[src/rtl/mips_store_buffer.sv]
// Posted-write buffer between the CPU data port and single-port data RAM, with load forwarding.
// Optional in-place store merging is enabled by defining STORE_BUFFER_COALESCE_EN.
module mips_store_buffer #(
  parameter int DEPTH = 4
) (
  input  logic        clk,
  input  logic        reset,
  input  logic        clk_enable,
  output logic        cpu_clk_enable,
  input  logic [31:0] data_address,
  input  logic        data_write,
  input  logic        data_read,
  input  logic [31:0] data_writedata,
  output logic [31:0] data_readdata,
  output logic [31:0] mem_address,
  output logic        mem_write,
  output logic        mem_read,
  output logic [31:0] mem_writedata,
  input  logic [31:0] mem_readdata,
  output logic        buf_empty
);

  localparam int PW = $clog2(DEPTH);
  localparam int CW = $clog2(DEPTH + 1);

  logic [31:0]   addr_q [DEPTH];
  logic [31:0]   data_q [DEPTH];
  logic [PW-1:0] head;
  logic [PW-1:0] tail;
  logic [CW-1:0] count;

  logic        full;
  logic        any_match;
  logic [31:0] fwd_data;
  logic        load_miss;
  logic        drain;
  logic        accept;
  logic        coalesce;
`ifdef STORE_BUFFER_COALESCE_EN
  logic [PW-1:0] match_idx;
`endif

  assign full           = (count == CW'(DEPTH));
  assign buf_empty      = (count == '0);
  assign cpu_clk_enable = clk_enable & ~full;

  // Walk oldest to youngest so the last match seen is the youngest one.
  always_comb begin
    any_match = 1'b0;
    fwd_data  = '0;
`ifdef STORE_BUFFER_COALESCE_EN
    match_idx = '0;
`endif
    for (int k = 0; k < DEPTH; k++) begin
      if (CW'(k) < count && addr_q[head + PW'(k)][31:2] == data_address[31:2]) begin
        any_match = 1'b1;
        fwd_data  = data_q[head + PW'(k)];
`ifdef STORE_BUFFER_COALESCE_EN
        match_idx = head + PW'(k);
`endif
      end
    end
  end

  // A store presented alongside a load wins, so it never counts as a miss.
  assign load_miss = data_read & ~data_write & ~any_match;
  assign drain     = (count != '0) & (~load_miss | full);

  assign mem_write     = drain;
  assign mem_read      = load_miss & ~drain;
  assign mem_address   = drain ? addr_q[head] : data_address;
  assign mem_writedata = data_q[head];
  assign data_readdata = (data_read & any_match) ? fwd_data : mem_readdata;

`ifdef STORE_BUFFER_COALESCE_EN
  // Merging into the head while it drains would lose the new data; allocate instead.
  assign coalesce = data_write & clk_enable & any_match & ~(match_idx == head & drain);
  assign accept   = data_write & cpu_clk_enable & ~coalesce;
`else
  assign coalesce = 1'b0;
  assign accept   = data_write & cpu_clk_enable;
`endif

  always_ff @(posedge clk) begin
    if (accept) begin
      addr_q[tail] <= data_address;
      data_q[tail] <= data_writedata;
    end
`ifdef STORE_BUFFER_COALESCE_EN
    if (coalesce) data_q[match_idx] <= data_writedata;
`endif
  end

  always_ff @(posedge clk or posedge reset) begin
    if (reset) begin
      head  <= '0;
      tail  <= '0;
      count <= '0;
    end else begin
      if (accept) tail <= tail + PW'(1);
      if (drain)  head <= head + PW'(1);
      case ({accept, drain})
        2'b10:   count <= count + CW'(1);
        2'b01:   count <= count - CW'(1);
        default: count <= count;
      endcase
    end
  end

endmodule

[config.mk]
export PLATFORM = sky130hd
export DESIGN_NAME = mips_store_buffer
export DESIGN_NICKNAME = d
export VERILOG_FILES = /design/src/rtl/mips_store_buffer.sv
export SDC_FILE = /design/constraint.sdc
export NUM_CORES = 1
export LEC_CHECK = 0
export ABC_AREA = 1
export CORE_MARGIN = 5
export CORE_UTILIZATION = 49
export CTS_CLUSTER_SIZE = 14
export DETAILED_ROUTE_END_ITERATION = 8
export DONT_BUFFER_PORTS = 1
export GPL_ROUTABILITY_DRIVEN = 0
export PLACE_DENSITY = 0.7
export SKIP_LAST_GASP = 1
export SLEW_MARGIN = 20
export SYNTH_ARGS = -nofsm -noshare
export SYNTH_HDL_FRONTEND = slang
export SYNTH_SLANG_ARGS = --single-unit
[constraint.sdc]
create_clock -name clk -period 9.95 [get_ports clk]
set_input_delay 0.995 -clock clk [delete_from_list [all_inputs] [get_ports clk]]
set_output_delay 0.995 -clock clk [all_outputs]
set_load 0.03 [all_outputs]
Word level (Yosys, flattened, before mapping)
Memory sizes are Yosys's and may differ from the RTL's. Cells that the tools add are included.

Add/subtract/negate cells: 6. Magnitude comparators: 4. Equality and inequality tests: 7. Multiplexer cells: 13. Bitwise logic cells: 13. Reduce and logical (&&, ||, !) cells: 7.

Operators by type and width (count): $mux W32 (6); $eq A30 B30 Y1 (4); $and A1 B1 Y1 (7); $lt A1 B3 Y1 const A (2); $lt A2 B3 Y1 const A (2); $mux W1 (6); $pmux W3 S2 (1); $not A1 Y1 (5); $add A2 B1 Y2 const B (2); $add A2 B2 Y2 const B (2); $logic_and A1 B1 Y1 (4); $add A3 B1 Y3 const B (1); $eq A3 B3 Y1 const B (1); $logic_not A3 Y1 (1); $reduce_bool A3 Y1 (1); $sub A3 B1 Y3 const B (1); $eq A2 B1 Y1 const B (1); $eq A2 B2 Y1 const B (1); $reduce_bool A2 Y1 (1); $or A1 B1 Y1 (1).

Register bits after elaboration: 7. Bits in writable memories: 256. Bits of input ports: 101. Memories: 2.

Memory list: addr_q (words 4, width 32, read ports 4, clocked after memory_dff 0, write ports 1, line 26) `logic [31:0] addr_q [DEPTH];`; data_q (words 4, width 32, read ports 4, clocked after memory_dff 0, write ports 1, line 27) `logic [31:0] data_q [DEPTH];`.

Longest topological paths before layout
Gate-level depths: netlist of the first run. An unclocked memory read counts as a cell.

Depth after elaboration: 14. Mapped depth: 24. Depth with buffers taken out: 22.

Worst setup path before layout of the first run
OpenSTA, ideal clock, no wires.

Path type: input-to-reg. Start: input port clk_enable. End: memory addr_q[0][0] (enable). Library setup time: 0.487 ns. Arrival time: 4.502 ns. Setup slack: 4.962 ns. Stages: 4. Cell sequence: inv_1 nor2_1 nand2_1 nor2_1.

Word-level cells in the longest chain between the ends: 4.

RTL lines: from (decl) (line 8) `input logic clk_enable,`; $and A1 B1 Y1 (line 45) `assign cpu_clk_enable = clk_enable & ~full;`; net cpu_clk_enable (line 9) `output logic cpu_clk_enable,`; $and A1 B1 Y1 (line 81) `assign accept = data_write & cpu_clk_enable;`; $mux W1 (line 85) `if (accept) begin`; $mux W1 (not written as such) (line 86) `addr_q[tail] <= data_address;`; to (decl) (line 26).

The timed path passes the listed nets, and every way through them passes these cells.

Worst setup path in the final report of the first run
Start: register head[0]. End: output port mem_address[22].

Word-level cells in the longest chain between the ends: 13. Elaborated cells on any way between the ends: 22.

RTL lines: from (decl) (line 28) `logic [PW-1:0] head;`; from (signal assigned) (line 101) `if (drain) head <= head + PW'(1);`; $add A2 B1 Y2 or $mem_v2 Z4 W32 (tied branches); $mem_v2 Z4 W32 (*); $eq A30 B30 Y1 or $logic_and A1 B1 Y1 (tied branches) (line 55) `if (CW'(k) < count && addr_q[head + PW'(k)][31:2] == data_address[31:2]) begin`; $logic_and A1 B1 Y1 or $mux W1 (tied branches) (line 55); $mux W1 (2 in a row) (line 55); $mux W1 (*) (line 55); $not A1 Y1 (*) (line 66) `assign load_miss = data_read & ~data_write & ~any_match;`; $and A1 B1 Y1 (*) (line 66); $not A1 Y1 (*) (line 67) `assign drain = (count != '0) & (~load_miss | full);`; $or A1 B1 Y1 (*) (line 67); $and A1 B1 Y1 (*) (line 67); net mem_write (line 16) `output logic mem_write,`; $mux W32 (*) (line 71) `assign mem_address = drain ? addr_q[head] : data_address;`; to (decl) (line 15) `output logic [31:0] mem_address,`.

The timed path passes the listed nets; every way through them passes the cells marked *.

==> reports/results.txt, run 1 <==
Status = finished, final reports clean
CP max stage delay = 0.79 ns
CP max-delay cell = inv_6
Clock Skews = 0.00750 ns
Worst hold path type = primary input to async pin
Synthesized area per cell = 6.77 µm²
Number of global-route vias before repair = 16954
Reg2reg setup slack = 3.11 ns
Hold-fix buffers, CTS = 0
Syn Std Cell Area = 18800 µm²
Switching power total = 3.39 mW
Final TNS setup = 0 ns
Crit path launch type = flop
Core Region = 37800 µm²
Total number of vias = 18317
Yosys reg bits = 263
Clock Sinks = 263
Layout Area Growth over Synthesis = 6.50%
Clk network pwr share = 16.8%
F_max = 126 MHz
Area leader, netlist = edfxtp_1
Worst path arrival time = 6.95 ns
Via-to-Cell Ratio = 5.68
Detail Route Antenna Nets = 0
Pwr dens = 316 nW/µm²
First-pass detailed-route iteration total = 8
Lkg Pwr = 9.45 nW
Internal power = 2.92 mW
Power Total = 6.31 mW
Critical path required time = 8.96 ns
Sequential fraction of the synthesis area = 41.9%
Pins Over Slew Limit = 0
Max Cap Viol = 0
Detailed Route Iter0 Violations = 1943
Worst setup path start = head[0]
Global Route Usage Sum = 27.5%
Worst r2r dst = count[2]
Initial Util = 49.7%
Largest net degree at the start of global routing = 139
Final setup fails = 0
Worst-path cell chain = inv_6 > nand2_1 > nand2_4 > buf_4 > nand2_1 > nand3_1 > nand2_1 > nor2_1 > nand2_1 > nor2_1 > nand2_1 > nor2_4 > buf_4 > nor2_1 > nand3_2 > nand2_2 > buf_4 > inv_1 > nand2_1 > nand2_1
RSZ-0062 raised after global routing = false
Critical path endpoint category = primary output
Dominant cells by area after synthesis = edfxtp_1, nand2_1, nand3_1, o21ai_0, mux2i_1
Worst VDD drop = 0.000167 V
GRT overflow = 0
IO buf count = 0
Cells on worst reg2reg path = 22
Asr flop ratio synth = 2.66%
Sw frac = 53.7%
Detail Placement HPWL = 39700 µm
Fin crit share = 79.8%
Yosys top cell area share = 40.9%
Worst-case clock buffer depth = 3
Routed len/inst = 18.6 µm
I/O pin cnt = 201
CTS Root Cell = clkbuf_16
Count leader, synth = nand2_1
Post-synth cell types = 30
Cell mode on critical path = nand2_1
Crit Path Category = flop to primary output
Worst-margin pin slew = 1.11 ns
Final min period = 7.94 ns
Num rows = 71
Clock latency on the worst-skew pair = 0.59 ns
Full die area = 42300 µm²
Reg power frac = 23.4%
Post-synth top cells = nand2_1, nand3_1, edfxtp_1
Worst-path fanout max = 138
Initial antenna violation count = 2
Synth Flop Type = edfxtp_1
Gate power share = 59.8%
First-pass GRT wire length = 92200 µm
CTS resizes = 0
Nets@finish = 2802
H-tree Lvls = 1
Relative slew slack = 25.2%
Synth Instances = 2773
Residual DRC count = 0
Post-synth EDFFs = 256
Synthesized Nets = 2884
Yosys warns = 0
Filler cells = 3538
Die H = 206 µm
DRT Wirelength = 60000 µm
CTS tree = yes
Hold Fails Final Rpt = 0
Num CTS Buffers = 30
Post-CTS Setup Bufs = 0
Die X = 206 µm
Clock-pin slew on the worst setup and hold paths = 0.06 ns
Reg-to-reg startpoint = head[0]
Min Hold Slack = 0.243 ns
Layout cell share with drive strength beyond 1 = 3.79%
[area by class of cell]
cell class	instances	area (µm²)	share of cell area, %
flip-flops and latches	263	7870	39.4
inverters	165	627	3.14
multi-input cells	2194	9610	48.1
well taps	511	639	3.20
clock inverters	16	141	0.707
repair buffers	37	298	1.49
diodes	1	2.50	0.0125
clock buffers	40	808	4.04
[sequential cells by signal (all words and copies together) (netlist names)]
name    flops
addr_q    128
data_q    128
count       3
head        2
tail        2
[power groups by stage]
stage	Combinational, mW	Clock, mW	Sequential [mW]
CTS	3.70	1.08	1.48
finish	3.77	1.06	1.48
global placement	3.62	0	1.49
global route	4.16	1.13	1.49
floorplan	2.95	0	1.42
detailed placement	3.68	0	1.50
[worst max-delay path: cells and delay by family, from the launching register on]
family	cells	cell delay, ns
buffers and inverters	5	2.84
DFF	1	0.74
and+or+nand+nor	15	2.63
[cell families (layout without fill, tap and decap cells)]
group	after synthesis	count (layout)	synth area share [%]
AND/OR/NAND/NOR	1812	1812	38.5
XOR/XNOR	4	4	0.187
AO/OA/AOI/OAI	304	304	8.18
buffers and inverters	316	258	7.20
adder cells (fa/ha/maj)	10	10	0.666
other	0	1	0
flip-flops	263	263	41.9
multiplexers	64	64	3.41
[per-layer routing]
| metal | track usage (%) | wire (µm) | vias up |
|---|---|---|---|
| li1 | - | - | 8859 |
| met1 | 36.7 | 24200 | 8356 |
| met2 | 43.5 | 26800 | 939 |
| met3 | 7.34 | 7080 | 161 |
| met4 | 9.50 | 1930 | 2 |
| met5 | 0 | 18 | - |
[metrics by stage]
stage	utilization [%]	area, µm²	std cells	worst slack (ns)
floorplan	-	18800	2773	4.96
global placement	50.4	19000	3169	2.87
detailed placement	50.4	19000	3169	2.83
CTS	52.9	20000	3225	2.18
global route	53.0	20000	3227	1.69
finish	53.0	20000	3227	2.01
[how the worst max path moves through the flow]
stage | endpoint | slack [ns] | cells past startpoint
after global placement | mem_address[22] | 2.87 | 20
after CTS | mem_address[22] | 2.18 | 20
after global routing | mem_address[22] | 1.69 | 21
final | mem_address[22] | 2.01 | 20
after floorplan | addr_q[0][0] | 4.96 | 4
after detailed placement | mem_address[22] | 2.83 | 20
[cells in the final DEF, fill, tap and decap left out, types with 2 or more instances in the layout]
master	count
xor2_1	2
nand3_1	303
o21ai_1	51
mux2i_1	64
nand2_2	3
dfrtp_4	2
a21oi_1	43
clkinv_4	3
clkinv_1	4
clkbuf_1	8
or2_2	3
nand2_1	1338
nand2_4	2
clkinv_2	5
edfxtp_1	256
clkinvlp_4	2
clkbuf_16	30
buf_4	36
inv_1	162
ha_1	10
nor2_2	2
dfrtp_1	5
a221oi_1	2
nor2_4	6
nor2_1	153
clkbuf_8	2
o21ai_0	205
xnor2_1	2
Power figures use the tool's default switching activity.
==> run 2: changes to the inputs <==
--- a/config.mk
+++ b/config.mk
@@ -12,7 +12,7 @@
 export DETAILED_ROUTE_END_ITERATION = 8
 export DONT_BUFFER_PORTS = 1
 export GPL_ROUTABILITY_DRIVEN = 0
-export PLACE_DENSITY = 0.7
+export PLACE_DENSITY = 0.72
 export SKIP_LAST_GASP = 1
 export SLEW_MARGIN = 20
 export SYNTH_ARGS = -nofsm -noshare
==> constraint.sdc (replaced) <==
create_clock -name clk -period 7 [get_ports clk]
set_input_delay 0.7 -clock clk [delete_from_list [all_inputs] [get_ports clk]]
set_output_delay 0.7 -clock clk [all_outputs]
set_load 0.03 [all_outputs]
==> run 2 against run 1 <==
Non-clock buffer count up 32. First-iteration DRC count rose by 10%. Largest cell class unchanged. Via count grew 1.7%. Highest routed layer is now met4.
==> reports/results.txt, run 2 (same netlist as run 1, synthesis figures left out) <==
Clock Skews = 0.0222 ns
Cell mode on critical path = nand2_1
Pwr dens = 462 nW/µm²
Commonest non-fill, non-tap cell in the layout = nand2_1
Die X = 206 µm
CP max stage delay = 0.77 ns
Critical path endpoint category = primary output
Relative slew slack = 22.6%
Initial Util = 49.7%
F_max = 161 MHz
Number of global-route vias before repair = 17264
Layout cell share with drive strength beyond 1 = 5.09%
H-tree Lvls = 1
Full die area = 42300 µm²
Worst path arrival time = 5.52 ns
DRT Wirelength = 60200 µm
RSZ-0062 raised after global routing = false
Max Cap Viol = 0
CP max-delay cell = dfrtp_4
Via-to-Cell Ratio = 5.72
Largest net degree at the start of global routing = 171
IO buf count = 0
Worst hold path type = primary input to flop
Clock Sinks = 263
Detail Route Antenna Nets = 0
Nets@finish = 2835
Critical path required time = 6.30 ns
Clock latency on the worst-skew pair = 0.60 ns
Final setup fails = 0
Crit path launch type = flop
Fin crit share = 88.9%
Worst-case clock buffer depth = 3
Status = finished, final reports clean
Largest regs = addr_q (128), data_q (128), count (3)
Layout Area Growth over Synthesis = 8.66%
Routed len/inst = 18.5 µm
CTS tree = yes
Crit Path Category = flop to primary output
Core Region = 37800 µm²
Num rows = 71
Clock-pin slew on the worst setup and hold paths = 0.07 ns
GRT overflow = 0
CTS Root Cell = clkbuf_16
I/O pin cnt = 201
Worst-path fanout max = 162
Lkg Pwr = 9.70 nW
First-pass GRT wire length = 93300 µm
First-pass detailed-route iteration total = 7
Worst-margin pin slew = 1.15 ns
Residual DRC count = 0
Detail Placement HPWL = 39700 µm
Final min period = 6.22 ns
Pins Over Slew Limit = 0
Worst VDD drop = 0.000361 V
Total number of vias = 18631
Hold Fails Final Rpt = 0
Min Hold Slack = 0.195 ns
Die H = 206 µm
CTS resizes = 0
Num CTS Buffers = 31
Global Route Usage Sum = 27.7%
Most frequent cells in the layout = nand2_1, nand3_1, edfxtp_1, o21ai_0, inv_1
Antenna diodes = 0
Worst-path cell chain = inv_6 > buf_12 > nand2_1 > nand3_1 > nand2_1 > o21ai_0 > nor2_1 > nand2_1 > nor2_1 > nand2_1 > nor2_2 > nor2_1 > nand3_2 > nand2_2 > buf_4 > inv_1 > nand2_1 > nand2_1 > buf_12
Final TNS setup = 0 ns
Detailed Route Iter0 Violations = 2138
Initial antenna violation count = 0
run 2: cell count changes in the layout (fill, tap and decap cells not counted), sizes merged:
| cell | previous run | this run |
|---|---|---|
| inv | 165 | 166 |
| diode | 1 | 0 |
| dlygate4sd3 | 0 | 1 |
| clkinvlp | 2 | 1 |
| bufinv | 1 | 6 |
| buf | 37 | 68 |
| clkinv | 13 | 10 |
run 2: final timing paths:
kind	cells past startpoint	from	end	slack, ns
worst min-delay path	0	data_writedata[28]	data_q[2][28]	0.20
worst max register to register	19	head[0]	count[2]	1.67
max in group asynchronous	2	reset	head[0]	6.22
min in group asynchronous	2	reset	head[1]	0.50
worst max-delay path	19	head[0]	mem_address[22]	0.78
worst min register to register	2	count[1]	count[1]	0.53
run 2: worst max-delay path: cells and delay by family (launching register included):
family                 cells  cell delay (ns)
AOI/OAI and AO/OA          1             0.34
buffers and inverters      5             1.84
DFF                        1             0.77
and+or+nand+nor           13             1.81
run 2: metrics by stage:
stage / power (mW) / setup slack [ns] / util, % / cells / area (µm²)
4_1_cts: 9.33 / 0.871 / 54.0 / 3260 / 20400
3_3_place_gp: 7.46 / 1.60 / 51.1 / 3201 / 19300
6_report: 9.42 / 0.780 / 54.0 / 3260 / 20400
5_1_grt: 10.1 / 0.468 / 54.0 / 3260 / 20400
2_1_floorplan: 6.22 / 2.14 / - / 2773 / 18800
3_5_place_dp: 7.57 / 1.55 / 51.1 / 3201 / 19300
run 2: repair_timing:
item                       4_1_cts  5_1_grt
buffers inserted                 0        0
setup endpoints to repair        0        0
hold endpoints to repair         7        0
hold buffers                     1        0
run 2: area by class of cell:
cell class / instances / area, µm²
Fill cell: 3506 / 17400
Multi-Input combinational cell: 2194 / 9600
Sequential cell: 263 / 7870
Clock buffer: 40 / 850
Tap cell: 511 / 639
Inverter: 165 / 627
Timing Repair Buffer: 69 / 558
Clock inverter: 18 / 254
run 2: layer usage:
layer  vias to the layer above  share of wire (%)  GRT usage [%]
li1                       8921                  -              -
met1                      8580                 40           37.3
met2                       952                 45           44.4
met4                         0                3.8           10.3
met3                       178                 11           5.56
met5                         -                  0              0
run 2: power breakdown:
group          switching [mW]  internal, mW
sequential              0.151          1.93
clock                   0.677          1.07
combinational            4.03          1.56
